--- src/rtl/mul_pkg.sv ---
// Shared definitions for the multiplier / accumulator datapath.
// Holds the product width default, a clog2 helper and the accumulator FSM states.
package mul_pkg;

    localparam int DIN_W = 9;

    // Bits needed to count 0..v-1. Returns 0 for v <= 1.
    function automatic int clog2(input int v);
        int r;
        int x;
        r = 0;
        x = v - 1;
        while (x > 0) begin
            r++;
            x = x >> 1;
        end
        return r;
    endfunction

    typedef enum logic {
        ST_IDLE = 1'b0,
        ST_ACC  = 1'b1
    } acc_state_e;

endpackage

--- src/rtl/mul_acc_fifo.sv ---
// Synchronous FIFO buffering completed frame sums.
// Ports: clk/rst, i_push/i_data write side, i_pop read side, o_full/o_empty flags,
// o_head = oldest entry (0 while empty). A push while full is accepted only with a same-cycle pop.
module mul_acc_fifo
    import mul_pkg::*;
#(
    parameter int WIDTH = 12,
    parameter int DEPTH = 2
) (
    input  logic             clk,
    input  logic             rst,
    input  logic             i_push,
    input  logic [WIDTH-1:0] i_data,
    input  logic             i_pop,
    output logic             o_full,
    output logic             o_empty,
    output logic [WIDTH-1:0] o_head
);

    localparam int AW = clog2(DEPTH);

    logic [WIDTH-1:0] r_mem [DEPTH];
    logic [AW:0]      r_wptr;
    logic [AW:0]      r_rptr;
    logic             w_do_push;
    logic             w_do_pop;

    // Extra MSB distinguishes full from empty when the indices match.
    assign o_empty = (r_wptr == r_rptr);
    assign o_full  = (r_wptr[AW] != r_rptr[AW])
                  && (r_wptr[AW-1:0] == r_rptr[AW-1:0]);

    assign w_do_pop  = i_pop && !o_empty;
    // When full, the popped slot is the one being written; head was read before the edge.
    assign w_do_push = i_push && (!o_full || w_do_pop);

    assign o_head = o_empty ? '0 : r_mem[r_rptr[AW-1:0]];

    always_ff @(posedge clk) begin
        if (rst) begin
            r_wptr <= '0;
            r_rptr <= '0;
        end else begin
            if (w_do_push) begin
                r_mem[r_wptr[AW-1:0]] <= i_data;
                r_wptr <= r_wptr + 1'b1;
            end
            if (w_do_pop) begin
                r_rptr <= r_rptr + 1'b1;
            end
        end
    end

endmodule

--- src/rtl/mul_acc.sv ---
// Frame accumulator: sums every FRAME_LEN products into one frame sum and queues it.
// Ports: din/din_en product stream (never stalled), frame_clr drops the partial frame,
// acc_out/acc_vld/acc_rdy sum handshake, beat_cnt/busy frame progress, ovf sticky drop flag.
module mul_acc
    import mul_pkg::*;
#(
    parameter int DIN_W      = mul_pkg::DIN_W,
    parameter int FRAME_LEN  = 4,
    parameter int ACC_W      = 12,
    parameter int FIFO_DEPTH = 2
) (
    input  logic                          clk,
    input  logic                          rst,
    input  logic                          din_en,
    input  logic [DIN_W-1:0]              din,
    input  logic                          frame_clr,
    output logic [ACC_W-1:0]              acc_out,
    output logic                          acc_vld,
    input  logic                          acc_rdy,
    output logic [clog2(FRAME_LEN)-1:0]   beat_cnt,
    output logic                          ovf,
    output logic                          busy
);

    localparam int CNT_W = clog2(FRAME_LEN);
    localparam logic [CNT_W-1:0] LAST = CNT_W'(FRAME_LEN - 1);
    localparam longint MAX_SUM = longint'(FRAME_LEN) * ((longint'(1) << DIN_W) - 1);

    // A full frame of maximum products must fit without wrapping.
    if (MAX_SUM >= (longint'(1) << ACC_W)) begin : g_bad_acc_w
        $error("mul_acc: ACC_W too narrow for FRAME_LEN * max product");
    end

    acc_state_e       r_state;
    acc_state_e       w_nxt_state;
    logic [ACC_W-1:0] r_acc;
    logic [ACC_W-1:0] w_nxt_acc;
    logic [CNT_W-1:0] r_cnt;
    logic [CNT_W-1:0] w_nxt_cnt;
    logic [ACC_W-1:0] w_din_ext;
    logic [ACC_W-1:0] w_sum;
    logic             w_push;
    logic             w_full;
    logic             w_empty;
    logic             w_pop;
    logic             w_drop;
    logic             r_ovf;

    assign w_din_ext = ACC_W'(din);
    assign w_sum     = r_acc + w_din_ext;

    always_ff @(posedge clk) begin
        if (rst) begin
            r_state <= ST_IDLE;
            r_acc   <= '0;
            r_cnt   <= '0;
        end else begin
            r_state <= w_nxt_state;
            r_acc   <= w_nxt_acc;
            r_cnt   <= w_nxt_cnt;
        end
    end

    always_comb begin
        w_nxt_state = r_state;
        w_nxt_acc   = r_acc;
        w_nxt_cnt   = r_cnt;
        w_push      = 1'b0;
        if (din_en && frame_clr) begin
            // The clearing beat opens the next frame.
            w_nxt_acc   = w_din_ext;
            w_nxt_cnt   = CNT_W'(1);
            w_nxt_state = ST_ACC;
        end else if (din_en) begin
            unique case (r_state)
                ST_IDLE: begin
                    w_nxt_acc   = w_din_ext;
                    w_nxt_cnt   = CNT_W'(1);
                    w_nxt_state = ST_ACC;
                end
                ST_ACC: begin
                    if (r_cnt == LAST) begin
                        w_push      = 1'b1;
                        w_nxt_acc   = '0;
                        w_nxt_cnt   = '0;
                        w_nxt_state = ST_IDLE;
                    end else begin
                        w_nxt_acc = w_sum;
                        w_nxt_cnt = r_cnt + 1'b1;
                    end
                end
            endcase
        end else if (frame_clr) begin
            w_nxt_acc   = '0;
            w_nxt_cnt   = '0;
            w_nxt_state = ST_IDLE;
        end
    end

    assign w_pop  = acc_rdy && !w_empty;
    assign w_drop = w_push && w_full && !w_pop;

    always_ff @(posedge clk) begin
        if (rst) begin
            r_ovf <= 1'b0;
        end else if (w_drop) begin
            r_ovf <= 1'b1;
        end
    end

    mul_acc_fifo #(
        .WIDTH (ACC_W),
        .DEPTH (FIFO_DEPTH)
    ) u_fifo (
        .clk     (clk),
        .rst     (rst),
        .i_push  (w_push),
        .i_data  (w_sum),
        .i_pop   (acc_rdy),
        .o_full  (w_full),
        .o_empty (w_empty),
        .o_head  (acc_out)
    );

    assign acc_vld  = !w_empty;
    assign beat_cnt = r_cnt;
    assign busy     = (r_state == ST_ACC);
    assign ovf      = r_ovf;

endmodule

--- config.mk ---
export PLATFORM = sky130hd
export DESIGN_NAME = mul_acc
export DESIGN_NICKNAME = d
export VERILOG_FILES = /design/src/rtl/mul_pkg.sv /design/src/rtl/mul_acc_fifo.sv /design/src/rtl/mul_acc.sv
export SDC_FILE = /design/constraint.sdc
export NUM_CORES = 1
export LEC_CHECK = 0
export ABC_AREA = 1
export CAP_MARGIN = 30
export CORE_ASPECT_RATIO = 0.5
export CORE_MARGIN = 3
export CORE_UTILIZATION = 50
export DETAILED_ROUTE_END_ITERATION = 10
export PLACE_DENSITY = 0.83
export SLEW_MARGIN = 20
export SYNTH_ARGS = -nofsm -noshare
export SYNTH_HDL_FRONTEND = slang
export SYNTH_HIERARCHICAL = 1
export SYNTH_SLANG_ARGS = --single-unit
--- constraint.sdc ---
create_clock -name clk -period 2.6 [get_ports clk]
set_input_delay 0.52 -clock clk [delete_from_list [all_inputs] [get_ports clk]]
set_output_delay 0.52 -clock clk [all_outputs]
set_load 0.05 [all_outputs]
==> results by group <==
Clocking
  – Hold Buf Count CTS: 0
  – CTS sink count: 45
  – Worst skew pair latency: 0.29 ns
  – Clock Tree Root: clkbuf_8
  – Clock Path Buffers: 2
  – Num CTS Buffers: 5
  – Setup Buffers After CTS: 0
  – H-Tree Depth: 2
  – CTS tree: done
  – CTS clock-pin slew for the worst setup and hold paths: 0.09 ns

Synth
  – Compound-Gate Fraction of Synth Area: 11.7%
  – Mapped Area: 2590 um2
  – Syn_area_per_cell: 7.97 um2
  – Cells after Synth: 325
  – Multiplexer area fraction after synthesis: 0%
  – Largest family of logic cells by synthesized area: simple AND/OR/NAND/NOR gates
  – Post-synthesis simple-gate area fraction: 30.2%
  – Area contributors post-synth: edfxtp_1, dfxtp_1, nand2_1
  – Flop and latch count out of synthesis: 45
  – Synth Area in XOR/XNOR: 1.64%
  – Yosys warns: 6
  – Seq/Total Area, Yosys: 44.1%
  – Synth cell types: 31
  – Synth Net Count: 350
  – Top-area cell type share of the netlist area: 27.8%
  – Post-synth top area cell: edfxtp_1
  – Area share of fa/ha/maj cells after synthesis: 5.61%

GRT
  – Largest net degree at the start of global routing: 16
  – First-pass GRT wire length: 9850 um
  – Global Route Usage Sum: 20.5%
  – Congestion Overflow GR: 0
  – Number of global-route vias before repair: 2150
  – Initial antenna violation count: 0

Timing
  – Final worst path period need: 2.31 ns
  – Fin. Hold Viols: 0
  – Post-Route Setup TNS: 0 ns
  – Clock skew: 0.0112 ns
  – Tcrit/Tclk final: 88.9%
  – Final setup viols: 0
  – Worst Max-Slew Pin Slew: 0.498 ns
  – Pins over their slew limit: 0
  – Hold Slack: 0.475 ns
  – Headroom to the max-slew limit: 66.7%
  – Unrepaired setup endpoints after global routing: no
  – Fmax: 433 MHz

Run status
  – Status: complete, no violations

Route
  – Wire per inst: 13.3 um
  – Final WL: 5770 um
  – Vias: 2273
  – Antenna Nets Post-Route: 0
  – Drt pass-1 iters: 5
  – Drt drc: 0
  – Vias/cell: 5.24
  – DR iter-0 viols: 135

Critical path
  – Reg2Reg Launch Point: beat_cnt[0]$_SDFFE_PP0P_
  – Crit end category: primary output
  – CP Class: reg -> out
  – Critical path arrival: 1.79 ns
  – Req. time, crit path: 2.08 ns
  – Worst setup path endpoint: acc_vld
  – Critical Path Start Type: register
  – Critical path peak fanout: 13
  – R2r setup slk: 0.68 ns
  – Crit. Startpoint: u_fifo/r_wptr[0]$_SDFFE_PP0P_
  – Worst reg2reg endpoint: u_fifo/r_mem[0][8]$_DFFE_PP_
  – Worst reg-to-reg path cell count: 7

Placed design
  – HPWL Detailed: 4460 um
  – Placed cells: 426
  – Port Buf Inserts: 30
  – Area of placed instances: 2990 um2
  – Placer Congestion: 0.885

Finish
  – Area Growth Syn to Fin: 18.8%
  – Finished Layout Cells: 434
  – Layout Nets: 392
  – Share of cells above drive strength 1: 19.0%
  – Antenna diodes: 0
  – Post-route cell area: 3080 um2

Power
  – PD cells: 466 nW/um2
  – Static leakage: 1.34 nW
  – Worst VDD drop: 234 uV
  – Final Power: 1.43 mW

Die
  – Core area: 4680 um2
  – Die W: 108 um
  – Die footprint: 6130 um2
  – Die height: 56.9 um
  – Row cnt: 17
  – Io pins: 31
  – Starting Density: 55.3%

Flow run
  – Max-cap viol count: 0

Min path
  – HP Class: reg -> reg
cells in the mapped netlist:
cell type / number
or2_0: 1
edfxtp_1: 24
a21oi_1: 28
nand3_1: 21
a211oi_1: 1
inv_2: 8
xor2_2: 1
xor2_1: 3
nand4_1: 2
nand2_1: 108
clkbuf_1: 3
inv_1: 29
dfxtp_1: 21
nor2_1: 18
nand3_2: 4
a31oi_1: 1
ha_1: 10
buf_6: 1
a21oi_2: 12
o21bai_1: 1
nor3_2: 2
and2_2: 1
nand2_4: 1
nor2_2: 1
a22o_1: 3
nand2_2: 8
fa_1: 1
nor2_4: 1
o21ai_0: 2
and2_1: 6
buf_4: 2
worst min-delay path by stage:
stage / endpoint / slack [ns] / from / depth (start not counted)
floorplan: r_acc[2]$_SDFFE_PP0P_ / 0.45 / r_acc[2]$_SDFFE_PP0P_ / 2
global placement: r_acc[4]$_SDFFE_PP0P_ / 0.46 / r_acc[4]$_SDFFE_PP0P_ / 2
detailed placement: ovf$_SDFFE_PP0P_ / 0.46 / ovf$_SDFFE_PP0P_ / 2
CTS: r_acc[8]$_SDFFE_PP0P_ / 0.48 / r_acc[8]$_SDFFE_PP0P_ / 2
global route: r_acc[2]$_SDFFE_PP0P_ / 0.51 / r_acc[2]$_SDFFE_PP0P_ / 2
finish: r_acc[5]$_SDFFE_PP0P_ / 0.47 / r_acc[5]$_SDFFE_PP0P_ / 2
stage by stage:
stage / setup slack [ns] / utilization [%]
6_report: 0.288 / 65.7
5_1_grt: 0.130 / 65.7
4_1_cts: 0.268 / 65.7
3_5_place_dp: 0.0327 / 63.8
3_3_place_gp: 0.103 / 63.8
2_1_floorplan: 0.209 / -
final cells by class:
class / instances / area (um2)
fillers: 408 / 1600
multi-input cells: 237 / 1270
flip-flops and latches: 45 / 1140
repair buffers: 41 / 352
inverters: 37 / 139
well taps: 66 / 82.6
clock buffers: 5 / 68.8
clock inverters: 3 / 22.5
power by group:
| part | switching [mW] | internal [mW] | total (mW) | leakage [nW] |
|---|---|---|---|---|
| Sequential | 0.00739 | 0.766 | 0.774 | 0.386 |
| Clock | 0.234 | 0.191 | 0.424 | 0.0481 |
| Combinational | 0.142 | 0.0922 | 0.235 | 0.911 |
layout by cell type (no fill, tap or decap), types with 2 or more instances in the layout:
| master | netlist | layout |
|---|---|---|
| nand3_1 | 21 | 21 |
| nor3_2 | 2 | 2 |
| clkinv_4 | 0 | 2 |
| nor2_1 | 18 | 18 |
| dfxtp_1 | 21 | 21 |
| buf_4 | 2 | 23 |
| inv_2 | 8 | 8 |
| ha_1 | 10 | 10 |
| inv_1 | 29 | 29 |
| and2_1 | 6 | 6 |
| clkbuf_8 | 0 | 5 |
| nand4_1 | 2 | 2 |
| nand3_2 | 4 | 4 |
| a21oi_2 | 12 | 12 |
| a22o_1 | 3 | 3 |
| edfxtp_1 | 24 | 24 |
| clkdlybuf4s50_1 | 0 | 17 |
| xor2_1 | 3 | 3 |
| a21oi_1 | 28 | 28 |
| o21ai_0 | 2 | 2 |
| nand2_2 | 8 | 8 |
| nand2_1 | 108 | 108 |
timing repair:
action | in CTS | in global routing
endpoints found under the setup margin | 1 | 0
gates resized for setup | 1 | 0
endpoints found under the hold margin | 0 | 0
state kept, by name (all words and copies together), names as in the netlist, named ones only:
name,flops
beat_cnt,2
busy,1
ovf,1
r_acc,12
u_fifo/r_mem,24
u_fifo/r_rptr,2
u_fifo/r_wptr,2
critical path, stage by stage, from the launching register on:
cell           delay, ns
dfxtp_1             0.40
inv_1               0.09
nand2_2             0.08
nand2_2             0.08
nand2_4             0.09
inv_2               0.13
inv_1               0.10
dlygate4sd2_1       0.53
cells by family (layout without fill, tap and decap cells):
logic type | after synthesis | count (layout)
simple gates | 174 | 174
compound gates | 48 | 48
flops | 45 | 45
buf+inv | 43 | 86
fa+ha+maj | 11 | 11
xor+xnor | 4 | 4
layer usage:
metal	up-vias	GRT usage (%)	part of all wire (%)
met1	1037	28.3	46
met5	-	0	0
met2	83	32.1	44
li1	1147	-	-
met3	6	4.59	8.7
met4	0	6.12	1.3
Power figures use the tool's default switching activity.
